<file path="src/rtl/game_pkg.sv">
// game_pkg: game state encodings, state/score types and saturating score increment shared with the display path
package game_pkg;
  typedef enum logic [2:0] {
    ST_IDLE      = 3'd0,
    ST_COUNTDOWN = 3'd1,
    ST_PLAY      = 3'd2,
    ST_POINT     = 3'd3,
    ST_OVER      = 3'd4
  } state_t;
  typedef logic [3:0] score_t;
  function automatic score_t sat_inc(input score_t s);
    return (s == 4'hf) ? s : s + 4'd1;
  endfunction
endpackage

</file>
<file path="src/rtl/tick_gen.sv">
// tick_gen: prescaler pulsing tick for one cycle every TICK_DIV clks; ports clk, rst (sync active-low), clr (restart count) -> tick
module tick_gen #(
  parameter int TICK_DIV = 100_000_000
) (
  input  logic clk,
  input  logic rst,
  input  logic clr,
  output logic tick
);
  localparam int W = TICK_DIV > 1 ? $clog2(TICK_DIV) : 1;
  logic [W-1:0] cnt_q;
  assign tick = cnt_q == W'(TICK_DIV - 1);
  always_ff @(posedge clk)
    cnt_q <= (!rst || clr || tick) ? '0 : cnt_q + 1'b1;
endmodule

</file>
<file path="src/rtl/game_flow_ctrl.sv">
// game_flow_ctrl: game FSM, scores and countdown digit; ports clk, rst (sync active-low), start/p0_hit/p1_hit pulses -> state, score0, score1, cnt0, play_en, winner
module game_flow_ctrl
  import game_pkg::*;
#(
  parameter int TICK_DIV   = 100_000_000,
  parameter int COUNT_FROM = 3,
  parameter int POINT_HOLD = 2,
  parameter int WIN_SCORE  = 5
) (
  input  logic       clk,
  input  logic       rst,
  input  logic       start,
  input  logic       p0_hit,
  input  logic       p1_hit,
  output logic [2:0] state,
  output logic [3:0] score0,
  output logic [3:0] score1,
  output logic [3:0] cnt0,
  output logic       play_en,
  output logic       winner
);
  localparam score_t CF = score_t'(COUNT_FROM);
  localparam score_t PH = score_t'(POINT_HOLD);
  localparam score_t WS = score_t'(WIN_SCORE);
  state_t state_q, state_d;
  score_t score0_q, score0_d, score1_q, score1_d, cnt0_q, cnt0_d;
  logic winner_q, winner_d, play_en_q, tick;
  // restarting the prescaler on every transition makes each dwell an exact multiple of TICK_DIV
  tick_gen #(.TICK_DIV(TICK_DIV)) u_tick (
    .clk  (clk),
    .rst  (rst),
    .clr  (state_d != state_q),
    .tick (tick)
  );
  always_comb begin
    state_d  = state_q;
    score0_d = score0_q;
    score1_d = score1_q;
    cnt0_d   = cnt0_q;
    winner_d = winner_q;
    case (state_q)
      ST_IDLE: begin
        score0_d = '0;
        score1_d = '0;
        cnt0_d   = start ? CF : '0;
        state_d  = start ? ST_COUNTDOWN : ST_IDLE;
      end
      ST_COUNTDOWN: begin
        cnt0_d  = tick ? cnt0_q - 4'd1 : cnt0_q;
        state_d = (tick && cnt0_q == 4'd1) ? ST_PLAY : ST_COUNTDOWN;
      end
      ST_PLAY: if (p0_hit != p1_hit) begin
        state_d  = ST_POINT;
        cnt0_d   = PH;
        score0_d = p0_hit ? sat_inc(score0_q) : score0_q;
        score1_d = p1_hit ? sat_inc(score1_q) : score1_q;
      end
      ST_POINT: if (tick) begin
        if (cnt0_q != 4'd1) cnt0_d = cnt0_q - 4'd1;
        else if (score0_q == WS || score1_q == WS) begin
          state_d  = ST_OVER;
          cnt0_d   = '0;
          winner_d = score0_q != WS;
        end else begin
          state_d = ST_COUNTDOWN;
          cnt0_d  = CF;
        end
      end
      ST_OVER: begin
        cnt0_d = start ? CF : '0;
        if (start) begin
          state_d  = ST_COUNTDOWN;
          score0_d = '0;
          score1_d = '0;
        end
      end
      default: begin
        state_d  = ST_IDLE;
        score0_d = '0;
        score1_d = '0;
        cnt0_d   = '0;
      end
    endcase
  end
  always_ff @(posedge clk) begin
    if (!rst) begin
      state_q   <= ST_IDLE;
      score0_q  <= '0;
      score1_q  <= '0;
      cnt0_q    <= '0;
      winner_q  <= 1'b0;
      play_en_q <= 1'b0;
    end else begin
      state_q   <= state_d;
      score0_q  <= score0_d;
      score1_q  <= score1_d;
      cnt0_q    <= cnt0_d;
      winner_q  <= winner_d;
      play_en_q <= state_d == ST_PLAY;
    end
  end
  assign state   = state_q;
  assign score0  = score0_q;
  assign score1  = score1_q;
  assign cnt0    = cnt0_q;
  assign play_en = play_en_q;
  assign winner  = winner_q;
endmodule

</file>
<file path="config.mk">
export PLATFORM = sky130hd
export DESIGN_NAME = game_flow_ctrl
export DESIGN_NICKNAME = d
export VERILOG_FILES = /design/src/rtl/game_pkg.sv /design/src/rtl/tick_gen.sv /design/src/rtl/game_flow_ctrl.sv
export SDC_FILE = /design/constraint.sdc
export NUM_CORES = 1
export LEC_CHECK = 0
export CAP_MARGIN = 20
export CORE_UTILIZATION = 60
export DETAILED_ROUTE_END_ITERATION = 6
export PLACE_DENSITY = 0.83
export SYNTH_ARGS = -nofsm -noshare
export SYNTH_HDL_FRONTEND = slang
export SYNTH_SLANG_ARGS = --single-unit
</file>
<file path="constraint.sdc">
create_clock -name clk -period 5.09 [get_ports clk]
set_input_delay 1.2725 -clock clk [delete_from_list [all_inputs] [get_ports clk]]
set_output_delay 1.2725 -clock clk [all_outputs]
set_load 0.005 [all_outputs]
</file>
==> impl_metrics.yaml, run 1 <==
status:
  status: "complete, no violations"
critical_path:
  path_cells: "clkdlybuf4s50_1 > xor2_1 > o21ai_0 > o21ai_0 > or2b_1 > nor2_1"
  arrival_ps: 3280
  critPathLaunchType: "primary input"
  critPathBufInv: 1
  critical-path-top-delay-family: "simple AND/OR/NAND/NOR gates"
  path_common_cell: "o21ai_0"
  worstSetupPathType: "in -> reg"
  critical-path-max-stage-delay_ps: 710
  cp-end-kind: "register"
  path_max_fanout: 26
  critPathSlowestCell: "or2b_1"
  worstPathRequired_ps: 5250
layout:
  drive_gt1_share_pct: 5.882
  final_nets: 300
  multi_input_area_sq_um: 1246
  regArea_sq_um: 880.8
  area.growth.synth_to_final_pct: 16.04
  n_fill_cell: 260
  antennaDiodeCount: 0
global_routing:
  grt_pass1_vias: 1730
  grt_first_pass_wirelength_mm: 7.555
  grt_overflow: 0
  grt_max_degree: 27
  grt_use_total_pct: 24.49
  antenna_found_initial: 0
timing:
  setup_viol: 0
  slew_violations: 0
  finalSetupTns_ps: 0
  tightestPinTransition_ps: 872.9
  max_freq_mhz: 320.6
  relSlewSlack_pct: 41.80
  fin_skew_ps: 10.89
  fin_crit_ps: 3120
  hold_violations: 0
  finalCritPeriodShare_pct: 61.29
  rsz0062_at_grt: "false"
min_path:
  min_path_type: "reg -> reg"
synthesis:
  syn_inst: 269
  async_flop_share_pct: 0
  ys_seq_elements: 44
  synth_top_family_by_area: "simple AND/OR/NAND/NOR gates"
  synth_seq_area_share_pct: 39.77
  synth_mux_area_share_pct: 1.808
  syn_avg_cell_area_sq_um: 8.233
  ys_warn_count: 0
  synth_edf_count: 0
  synthAdderAreaFrac_pct: 3.955
  ys.flop_type: "dfxtp_1"
  synth-xor-area-share_pct: 12.66
  syn_nets: 281
  netlist_area_sq_um: 2215
  synth_compound_area_share_pct: 7.571
  yosys.area_share.simple_pct: 30.28
  ys_types: 42
cts:
  numCtsBuffers: 5
  hold_buffers: 0
  htree_levels: 2
  cts_tree: "done"
  cts.reportedPaths.clkPinSlew_ps: 80
  cts_setup_buffers: 0
  clockBufferDepth: 2
  ctsRootBufferMaster: "clkbuf_8"
  cts.repair.resized: 0
  clock-sinks: 44
  clock_latency_ps: 310
floorplan:
  initial_core_util_pct: 64.34
  dieArea_sq_um: 3938
  core_area_sq_um: 3442
  die-width_microns: 62.76
  die_y_microns: 62.76
  ioPinCount: 22
  placementRows: 21
placement:
  port_buffers: 21
  gp_congestion: 0.8586
  place_hpwl_mm: 3.041
routing:
  vias: 1880
  wl_per_cell_microns: 12.92
  finalWirelength_mm: 4.328
  postRouteAntennaNets: 0
  firstDrtPassIters: 4
  drcViolationCount: 0
  vias_per_cell: 5.612
  drtIter0Drc: 197
pwr:
  p_leak_nw: 0.8310
  cellPowerDensity_nw_per_um2: 278.3
  irDropWorstVdd_mv: 0.2395
  finalPower_mw: 0.7151
job:
  maxCapViolCount: 0
-- per-stage QoR --
stage,util [%],instances,worst slack [ps],hold WS (ps),instance area (sq um)
floorplan,-,269,2553,417.5,2215
global placement,70.99,327,1749,436.1,2444
detailed placement,70.99,327,1632,446.8,2444
CTS,74.66,335,1952,459.6,2570
global route,74.66,335,1732,486.9,2570
finish,74.66,335,1970,455.9,2570
-- cells by family (layout without fill, tap and decap cells) --
group                      after synthesis  in the layout
AOI/OAI and AO/OA                       25             25
buffers and inverters                   22             42
adders and majority gates                7              7
DFF                                     44             44
xor gates and xnor gates                32             32
and+or+nand+nor                        135            135
muxes                                    4              4
-- path summary, 6_finish.rpt --
| path | start | to | slack, ps | cells after the start |
|---|---|---|---|---|
| max | p1_hit | u_tick.cnt_q[21] | 1970 | 6 |
| min | u_tick.cnt_q[0] | u_tick.cnt_q[0] | 460 | 1 |
| max reg2reg | u_tick.cnt_q[0] | u_tick.cnt_q[21] | 2520 | 6 |
| min reg2reg | u_tick.cnt_q[0] | u_tick.cnt_q[0] | 460 | 1 |
-- state kept, by name, summed over array words and instances, names as in the netlist --
register,flops
u_tick.cnt_q,27
score1,4
state,3
play_en,1
score0,4
cnt0,4
winner,1
-- layout make-up --
class	instances	area share, %
multi-input cells	203	48.49
flip-flops and latches	44	34.27
repair buffers	21	8.179
clock buffers	7	3.749
well taps	46	2.240
inverters	13	1.899
clock inverters	1	1.168
-- power breakdown --
part	leakage (nW)	internal [mW]	switching (mW)	total, mW
sequential	0.356	0.350	0.00793	0.358
clock	0.0645	0.173	0.120	0.293
combinational	0.411	0.0278	0.0361	0.0639
-- synth_stat cells (6+ instances only) --
master,number,area share [%]
xor2_1,6,2.4
nor2_1,51,8.6
xnor2_1,26,10
dfxtp_1,44,40
nand4_1,6,1.7
nand3_1,13,2.9
ha_1,7,4.0
inv_1,12,2.0
nand2_1,22,3.7
o21ai_0,6,1.4
nor4_1,7,2.0
nor3_1,12,2.7
-- cell usage in the layout (no fill, tap or decap), drive strengths merged, types with 2 or more instances in the layout --
cell / n
nor2b: 3
a211oi: 2
nor3: 12
nor3b: 2
inv: 13
or4: 2
a31o: 2
ha: 7
clkbuf: 7
or4b: 2
dfxtp: 44
or3: 3
nand3: 13
clkdlybuf4s50: 21
xor2: 6
mux2i: 4
a21oi: 5
xnor2: 26
and4: 4
nor2: 51
o21ai: 7
o211ai: 3
nand2: 22
nand2b: 2
nor4: 7
nand4: 6
-- routing by layer --
| metal | vias up | wire [microns] | GRT usage (%) |
|---|---|---|---|
| li1 | 956 | - | - |
| met1 | 866 | 2144 | 31.31 |
| met2 | 49 | 1928 | 39.13 |
| met3 | 9 | 172 | 5.657 |
| met4 | 0 | 82 | 11.05 |
| met5 | - | 0 | 0 |
Note: power is estimated with default switching activity, not from simulation.
==> run 2, diff against run 1 <==
Settings changed: CORE_UTILIZATION 60 to 56, PLACE_DENSITY 0.83 to 0.79.
Clock period 5.09 ns to 3.1 ns, I/O delays scaled along.
==> run 2 against run 1 <==
Die area grew 6.9%. Via count shrank 0.43%. Design area shrank 0.34%. Setup slack lost 1300 ps. Clock-buffer cell count shrank 1. Clock power grew 49%. Total power grew 58%. Critical path type unchanged. Largest cell class unchanged. Highest routed layer unchanged.
==> impl_metrics.yaml, run 2 (same netlist as run 1, synthesis figures left out) <==
cts:
  clock_latency_ps: 300
  cts.repair.resized: 0
  clockBufferDepth: 2
  numCtsBuffers: 5
  ctsRootBufferMaster: "clkbuf_8"
  cts_tree: "done"
  htree_levels: 2
  clock-sinks: 44
  cts.reportedPaths.clkPinSlew_ps: 80
  hold_buffers: 0
  cts_setup_buffers: 0
min_path:
  min_path_type: "reg -> reg"
critical_path:
  path_common_cell: "o21ai_0"
  cp-end-kind: "register"
  path_max_fanout: 26
  worstSetupPathType: "in -> reg"
  critPathSlowestCell: "clkdlybuf4s50_1"
  arrival_ps: 2630
  worstPathRequired_ps: 3290
  critPathBufInv: 2
  critical-path-max-stage-delay_ps: 520
  rrSetupSlack_ps: 800
  critical-path-top-delay-family: "buffers and inverters"
  critPathLaunchType: "primary input"
  path_cells: "clkdlybuf4s50_1 > xor2_1 > o21ai_0 > o21ai_0 > or2b_1 > buf_4 > nor2_1"
timing:
  finalSetupTns_ps: 0
  timing.hold.ws_ps: 461.5
  fin_skew_ps: 4.303
  finalCritPeriodShare_pct: 78.88
  slew_violations: 0
  rsz0062_at_grt: "false"
  finalWorstSetupSlack_ps: 654.7
  hold_violations: 0
  setup_viol: 0
  tightestPinTransition_ps: 772.4
  fin_crit_ps: 2445
  relSlewSlack_pct: 48.03
  max_freq_mhz: 409.0
pwr:
  finalPower_mw: 1.133
  p_leak_nw: 0.8262
  cellPowerDensity_nw_per_um2: 442.5
  irDropWorstVdd_mv: 0.3563
routing:
  wl_per_cell_microns: 12.98
  postRouteAntennaNets: 0
  finalWirelength_mm: 4.386
  vias_per_cell: 5.538
  firstDrtPassIters: 4
  vias: 1872
  drtIter0Drc: 153
  drcViolationCount: 0
status:
  status: "complete, no violations"
global_routing:
  antenna_found_initial: 0
  grt_pass1_vias: 1718
  grt_overflow: 0
  grt_use_total_pct: 23.57
  grt_max_degree: 27
  grt_first_pass_wirelength_mm: 7.562
floorplan:
  initial_core_util_pct: 59.60
  die-width_microns: 64.89
  ioPinCount: 22
  core_area_sq_um: 3716
  dieArea_sq_um: 4210
  placementRows: 22
  die_y_microns: 64.89
job:
  maxCapViolCount: 0
placement:
  place_hpwl_mm: 3.056
  pre_cts_ws_ps: 401.9
  port_buffers: 21
  gp_congestion: 0.9165
layout:
  final_nets: 301
  layout_commonest_cell: "nor2_1"
  area.growth.synth_to_final_pct: 15.65
  largest_register_ffs: 27
  antennaDiodeCount: 0
  mostFrequentLayoutCells: "nor2_1 (51), dfxtp_1 (44), xnor2_1 (26)"
  drive_gt1_share_pct: 5.862
  regMostFlops: "u_tick.cnt_q"
run 2: path summary, 6_finish.rpt:
check	startpoint	to	depth (start not counted)
max	p0_hit	u_tick.cnt_q[20]	7
min	u_tick.cnt_q[0]	u_tick.cnt_q[0]	1
max reg2reg	u_tick.cnt_q[0]	cnt0[3]	6
min reg2reg	u_tick.cnt_q[0]	u_tick.cnt_q[0]	1
run 2: power by group:
group          internal (mW)  switching, mW
combinational         0.0477         0.0613
sequential             0.575         0.0134
clock                  0.239          0.197
total                  0.862          0.272
run 2: layer usage:
layer,GRT usage (%),vias to the layer above,part of all wire [%]
met3,4.225,10,4.9
met1,30.07,858,48
met2,37.50,45,45
met5,0,-,0
met4,12.50,0,2.3
li1,-,959,-
run 2: through the flow:
stage / utilization [%] / instance area, sq um / std cells
5_1_grt: 68.92 / 2561 / 338
2_1_floorplan: - / 2215 / 269
4_1_cts: 68.92 / 2561 / 338
3_5_place_dp: 66.03 / 2454 / 330
6_report: 68.92 / 2561 / 338
3_3_place_gp: 66.03 / 2454 / 330
run 2: cell type report:
cell class | count | area [sq um]
Multi-Input combinational cell | 203 | 1246
Fill cell | 316 | 1155
Sequential cell | 44 | 880.8
Timing Repair Buffer | 22 | 217.7
Clock buffer | 6 | 72.57
Tap cell | 48 | 60.06
Inverter | 13 | 48.80
Clock inverter | 2 | 35.03
